[src/rtl/fetch_unit_pkg.sv]
// Shared core definitions for the RV32I front end.
// Holds the fetch FSM state encoding, the NOP encoding loaded into the
// instruction register on reset, the default reset PC and the major opcode
// values that the control decoder also keys on.
package fetch_unit_pkg;

  typedef enum logic [1:0] {
    FETCH = 2'd0,
    WAIT  = 2'd1,
    EXEC  = 2'd2,
    HALT  = 2'd3
  } fetch_state_t;

  localparam logic [31:0] NOP_INSTR        = 32'h0000_0013;  // addi x0, x0, 0
  localparam logic [31:0] DEFAULT_RESET_PC = 32'h0000_0000;

  localparam logic [6:0] OP_LUI    = 7'b0110111;
  localparam logic [6:0] OP_AUIPC  = 7'b0010111;
  localparam logic [6:0] OP_JAL    = 7'b1101111;
  localparam logic [6:0] OP_JALR   = 7'b1100111;
  localparam logic [6:0] OP_BRANCH = 7'b1100011;
  localparam logic [6:0] OP_LOAD   = 7'b0000011;
  localparam logic [6:0] OP_STORE  = 7'b0100011;
  localparam logic [6:0] OP_IMM    = 7'b0010011;
  localparam logic [6:0] OP_REG    = 7'b0110011;

endpackage

[src/rtl/fetch_unit_next_pc_calc.sv]
// next_pc_calc: combinational next-PC selection.
// Ports:
//   pc          in  32  address of the retiring instruction
//   imm_ext     in  32  sign-extended immediate (branch/jal offset)
//   alu_result  in  32  rs1 + imm for jalr
//   take_branch in  1   resolved branch taken
//   jump        in  1   jal
//   jalr        in  1   jalr (highest priority)
//   target      out 32  next PC
//   misaligned  out 1   target not word aligned
module next_pc_calc
(
  input  logic [31:0] pc,
  input  logic [31:0] imm_ext,
  input  logic [31:0] alu_result,
  input  logic        take_branch,
  input  logic        jump,
  input  logic        jalr,
  output logic [31:0] target,
  output logic        misaligned
);

  logic signed [31:0] pc_s;
  logic signed [31:0] imm_s;
  logic signed [31:0] rel_target;
  logic        [31:0] seq_target;
  logic        [31:0] jalr_target;

  always_comb begin
    pc_s        = $signed(pc);
    imm_s       = $signed(imm_ext);
    // Two's-complement add wraps modulo 2^32 exactly as the ISA requires.
    rel_target  = pc_s + imm_s;
    seq_target  = pc + 32'd4;
    // jalr clears bit 0 before the alignment check, so only bit 1 can trap.
    jalr_target = alu_result & ~32'd1;

    if (jalr)
      target = jalr_target;
    else if (take_branch || jump)
      target = $unsigned(rel_target);
    else
      target = seq_target;

    misaligned = (target[1:0] != 2'b00);
  end

endmodule

[src/rtl/fetch_unit.sv]
// fetch_unit: PC sequencing and instruction fetch for the RV32I core.
// Owns the architectural PC, fetches one word at a time over a valid/ready
// request with a valid-only response, holds the instruction until execute
// retires it, and halts permanently (until reset) on a misaligned target.
// Ports:
//   clk, reset                       clock, synchronous active-high reset
//   imem_req_valid/ready, imem_addr  fetch request handshake
//   imem_rsp_valid, imem_rdata       fetch response
//   instr_valid, instr, pc, pc_plus4 instruction presented to decode/execute
//   retire, take_branch, jump, jalr, imm_ext, alu_result  retire outcome
//   trap                             misaligned target, fetch halted
//   instret                          retired-instruction count
module fetch_unit
  import fetch_unit_pkg::*;
#(
  parameter logic [31:0] RESET_PC = DEFAULT_RESET_PC
)
(
  input  logic        clk,
  input  logic        reset,
  output logic        imem_req_valid,
  input  logic        imem_req_ready,
  output logic [31:0] imem_addr,
  input  logic        imem_rsp_valid,
  input  logic [31:0] imem_rdata,
  output logic        instr_valid,
  output logic [31:0] instr,
  output logic [31:0] pc,
  output logic [31:0] pc_plus4,
  input  logic        retire,
  input  logic        take_branch,
  input  logic        jump,
  input  logic        jalr,
  input  logic [31:0] imm_ext,
  input  logic [31:0] alu_result,
  output logic        trap,
  output logic [31:0] instret
);

  fetch_state_t state;
  logic [31:0]  target;
  logic         misaligned;

  next_pc_calc u_next_pc_calc (
    .pc          (pc),
    .imm_ext     (imm_ext),
    .alu_result  (alu_result),
    .take_branch (take_branch),
    .jump        (jump),
    .jalr        (jalr),
    .target      (target),
    .misaligned  (misaligned)
  );

  // The address is the PC register itself, so it is stable while pending.
  assign imem_addr = pc;

  always_ff @(posedge clk) begin
    if (reset) begin
      state          <= FETCH;
      pc             <= RESET_PC;
      pc_plus4       <= RESET_PC + 32'd4;
      instr          <= NOP_INSTR;
      instr_valid    <= 1'b0;
      imem_req_valid <= 1'b0;
      trap           <= 1'b0;
      instret        <= 32'd0;
    end else begin
      case (state)
        FETCH: begin
          // Out of reset the request is raised one cycle later; after a
          // retire it is already raised on the transition into FETCH.
          if (!imem_req_valid) begin
            imem_req_valid <= 1'b1;
          end else if (imem_req_ready) begin
            imem_req_valid <= 1'b0;
            state          <= WAIT;
          end
        end
        WAIT: begin
          if (imem_rsp_valid) begin
            instr       <= imem_rdata;
            instr_valid <= 1'b1;
            state       <= EXEC;
          end
        end
        EXEC: begin
          if (retire) begin
            instret     <= instret + 32'd1;
            instr_valid <= 1'b0;
            if (misaligned) begin
              trap  <= 1'b1;
              state <= HALT;
            end else begin
              pc             <= target;
              pc_plus4       <= target + 32'd4;
              imem_req_valid <= 1'b1;
              state          <= FETCH;
            end
          end
        end
        HALT: begin
          imem_req_valid <= 1'b0;
          instr_valid    <= 1'b0;
          trap           <= 1'b1;
        end
        default: state <= HALT;
      endcase
    end
  end

endmodule

[config.mk]
export PLATFORM = sky130hd
export DESIGN_NAME = fetch_unit
export DESIGN_NICKNAME = d
export VERILOG_FILES = /design/src/rtl/fetch_unit_pkg.sv /design/src/rtl/fetch_unit_next_pc_calc.sv /design/src/rtl/fetch_unit.sv
export SDC_FILE = /design/constraint.sdc
export NUM_CORES = 1
export LEC_CHECK = 0
export BUFFER_PORTS_ARGS = -buffer_cell sky130_fd_sc_hd__buf_2
export CAP_MARGIN = 20
export CELL_PAD_IN_SITES_DETAIL_PLACEMENT = 0
export CELL_PAD_IN_SITES_GLOBAL_PLACEMENT = 2
export CORE_UTILIZATION = 26
export DETAILED_ROUTE_END_ITERATION = 8
export GPL_ROUTABILITY_DRIVEN = 0
export HOLD_SLACK_MARGIN = 0.06
export PLACE_DENSITY_LB_ADDON = 0.1
export SKIP_LAST_GASP = 1
export SYNTH_ARGS = -nofsm -noshare
export SYNTH_HDL_FRONTEND = slang
export SYNTH_SLANG_ARGS = --single-unit
[constraint.sdc]
create_clock -name clk -period 4.5 [get_ports clk]
set_clock_uncertainty 0.2 [all_clocks]
set_input_delay 0.9 -clock clk [delete_from_list [all_inputs] [get_ports clk]]
set_output_delay 0.9 -clock clk [all_outputs]
set_load 0.03 [all_outputs]
==> metrics.md <==
| Metric | Value |
|---|---|
| Period minus WS final | `4.520 ns` |
| XOR/XNOR Fraction of Synth Area | `8.474%` |
| Chip width | `184.7 µm` |
| Slew @ Worst Pin | `0.9565 ns` |
| Hold_sp | `pc_plus4[12]` |
| VDD IR max | `0.2711 mV` |
| Post-Synthesis Net Count | `1254` |
| RSZ-0062 raised after global routing | `true` |
| Post-synthesis mux area share | `0.8214%` |
| CTS tree | `yes` |
| Comb pwr share | `20.2%` |
| DRC errors left | `0` |
| Synth Flop Type | `dfxtp_1` |
| Reg2reg end | `pc_plus4[31]` |
| DR WL/cell | `17.09 µm` |
| Cells after Synth | `1110` |
| Final hold violations | `0` |
| Ports | `267` |
| HPWL Detailed | `25770 µm` |
| Seq pwr share | `35.3%` |
| Post-synth cell types | `87` |
| Synth async-reset ratio | `0%` |
| Complex-gate fraction of the synthesized area | `21.33%` |
| Synth Area in Simple Gates | `25.88%` |
| Layout cells sized above 1 | `34.63%` |
| Top Family by Delay on Critical Path | `simple AND/OR/NAND/NOR gates` |
| Drt total wl | `33020 µm` |
| Number of vias per cell | `4.738` |
| Hold Path Stages | `2` |
| Filler cell count | `3554` |
| Worst EP required | `4.62 ns` |
| Area Overhead vs Synth | `38.97%` |
| Synthesis Warnings | `0` |
| Final hold slack | `0.2484 ns` |
| CP Data Arrival Time | `4.64 ns` |
| Final Cycle Share | `100.4%` |
| Input/output buffers | `265` |
| Internal cell power | `2.466 mW` |
| Hold Buf Count CTS | `0` |
| Worst-case reg-to-reg path depth | `15` |
| Total gr overflow | `0` |
| Clk sinks | `131` |
| Initial Utilization | `26.55%` |
| Vias | `9154` |
| Inserted Diodes | `0` |
| Max Cap Viol | `0` |
| Largest family of logic cells by synthesized area | `simple AND/OR/NAND/NOR gates` |
| All-Layer GR Usage | `19.37%` |
| P_sw | `1.051 mW` |
| Initial detailed-routing violation count | `542` |
| Worst setup margin | `-0.01966 ns` |
| P_leak | `5.538 nW` |
| Hold Path Class | `register to register` |
| Slowest-stage cell, CP | `or4b_4` |
| Fmax | `0.2213 GHz` |
| Worst reg2reg path startpoint | `imem_addr[1]` |
| Die area | `0.03413 mm²` |
| CTS clk-pin slew, worst paths | `0.06 ns` |
| Most common cell after layout, fill and taps aside | `buf_2` |
| Num CTS Buffers | `17` |
| EDFF count, synth | `0` |
| Hold Path End | `pc_plus4[12]` |
| Slowest Stage Delay on Critical Path | `0.57 ns` |
| First drt pass iteration count | `7` |
| Fin. max-slew vios | `0` |
| Most frequent cells in the layout | `263 x buf_2, 169 x buf_4, 160 x nand2_1, 131 x dfxtp_1, 115 x nor2_1` |
| Vias in the first global route | `8619` |
| Most used cell, CP | `buf_6` |
| Pwr/cell area | `291.5 mW/mm²` |
| Critical Path Fanout Max | `5` |
| Startpoint types | `primary input` |
| Synth Area in Adders | `5.851%` |
| R2R Setup Slk | `0.13 ns` |
| CTS root buffer | `clkbuf_16` |
| Final setup vio count | `1` |
| Seq/Total Area, Yosys | `30.21%` |
| Crit path buffers/inverters | `3` |
| Row count | `66` |
| First-pass GRT wire length | `49890 µm` |
| Crit Path Class | `primary input to register` |
| Clock tree buffer depth | `2` |
| Antenna viol nets, final | `0` |
| Die Span Y | `184.7 µm` |
| Mean Syn Cell Area | `7.822 µm²` |
| Core ar. | `0.03270 mm²` |
| Total power | `3.517 mW` |
| Cell Chain, Critical Path | `buf_6 -> ha_4 -> inv_2 -> fa_2 -> nor2b_4 -> o31a_4 -> buf_6 -> o311a_4 -> o21ai_4 -> and3_4 -> o211a_1 -> o22ai_2 -> or4b_4 -> or4_4 -> or3_1 -> a32o_1` |
| Failing checks | `setup timing` |
| Clock share of power | `44.5%` |
| Initial antenna violation count | `1` |
| Worst-skew pair later-pin latency | `0.43 ns` |
| Critical Path Sink Type | `register` |
| Pin count of the biggest net entering global routing | `65` |
| Switch share | `29.89%` |
| Nets | `1621` |
| Post-Syn Area | `0.008682 mm²` |
| Status | `finished with violations` |
| Slew headroom | `36.08%` |
| Htree depth | `4` |
| Yosys reg bits | `131` |
-- power groups by stage --
stage	clock network [mW]	registers, mW	logic, mW
floorplan	0	1.36	0.338
global placement	0	1.27	0.713
detailed placement	0	1.27	0.712
CTS	1.62	1.24	0.717
global route	1.66	1.25	0.785
finish	1.57	1.24	0.710
-- kinds of logic (layout without fill, tap and decap cells) --
family / Yosys count / count (layout)
AOI/OAI and AO/OA: 280 / 280
xor gates and xnor gates: 84 / 84
adders and majority gates: 40 / 40
buffers and inverters: 110 / 490
DFF: 131 / 131
muxes: 7 / 7
and+or+nand+nor: 458 / 458
-- routing by layer --
metal | vias to the layer above | wire (µm) | GRT usage (%) | share of wire (%)
met2 | 233 | 15540 | 32.47 | 47
li1 | 4667 | - | - | -
met3 | 34 | 1276 | 3.221 | 3.9
met4 | 2 | 604 | 5.983 | 1.8
met5 | - | 8 | 0 | 0.024
met1 | 4218 | 15590 | 25.23 | 47
-- area by class of cell --
cell class                      instances  area, µm²  share of cell area (%)
Clock buffer                           19      432.9                   3.588
Multi-Input combinational cell        869       5495                   45.55
Sequential cell                       131       2623                   21.74
Inverter                               20      75.07                  0.6222
Tap cell                              442      553.0                   4.584
Clock inverter                         13      207.7                   1.721
Timing Repair Buffer                  438       2679                   22.20
-- cells in the mapped netlist, types with 5 or more instances --
cell	number	area, µm²
xnor2_1	33	289.0
nand2b_1	6	37.54
nand3_1	32	160.2
dfxtp_1	131	2623
xor2_1	51	446.7
mux2i_1	6	60.06
buf_4	35	262.8
nor3_1	21	105.1
and3_1	21	131.4
clkbuf_1	39	146.4
inv_1	19	71.32
and2_1	6	37.54
nand3b_1	8	60.06
a21o_1	16	120.1
a21oi_1	113	565.5
a31oi_1	5	31.28
o31ai_1	5	37.54
buf_2	5	25.02
nor4_1	7	43.79
buf_6	6	67.56
ha_1	39	488.0
a211oi_1	34	255.2
clkbuf_8	5	68.82
o21a_1	10	75.07
or3_1	12	75.07
or2_2	5	31.28
nor2_1	117	439.2
o22ai_1	6	37.54
nand2_1	160	600.6
o211ai_1	10	75.07
nand4_1	27	168.9
o21ai_0	32	160.2
-- worst max-delay path by stage --
stage                          start            to  slack (ns)  cells after the start
after detailed placement  imm_ext[0]  pc_plus4[31]       -0.56                     16
after floorplan           imm_ext[0]  pc_plus4[31]       -0.14                     15
after CTS                 imm_ext[0]  pc_plus4[31]       0.004                     17
after global placement    imm_ext[0]  pc_plus4[31]       -0.52                     16
final                     imm_ext[0]  pc_plus4[31]       -0.02                     16
after global routing      imm_ext[0]  pc_plus4[31]       -0.08                     16
-- metrics by stage --
stage                     worst slack, ns  std cells  TNS (ns)  utilization (%)  instance area [µm²]
after floorplan                   -0.1445       1110   -0.1445                -                 8697
after global placement            -0.5154       1895    -2.854            34.62                11320
after detailed placement          -0.5594       1895    -2.872            34.62                11320
after CTS                        0.004270       1929         0            36.69                12000
after global routing             -0.08400       1932  -0.08400            36.90                12070
final                            -0.01966       1932  -0.01966            36.90                12070
-- flip-flops by register name, indices dropped and copies added (netlist names) --
| signal | cells |
|---|---|
| imem_addr | 32 |
| imem_req_valid | 1 |
| instr | 32 |
| instr_valid | 1 |
| instret | 32 |
| pc_plus4 | 30 |
| state | 2 |
| trap | 1 |
-- timing repair --
action | in CTS | in global routing
cloned | 0 | 0
setup endpoints to repair | 1 | 6
setup buffers | 2 | 3
resized for setup | 4 | 9
pin swaps | 5 | 15
-- tightest hold or removal path: cells and delay by family, from the launching register on --
family	cells	cell delay, ns
and+or+nand+nor	1	0.05
DFF	1	0.30
AOI/OAI and AO/OA	1	0.05
Note: power is estimated with default switching activity, not from simulation.
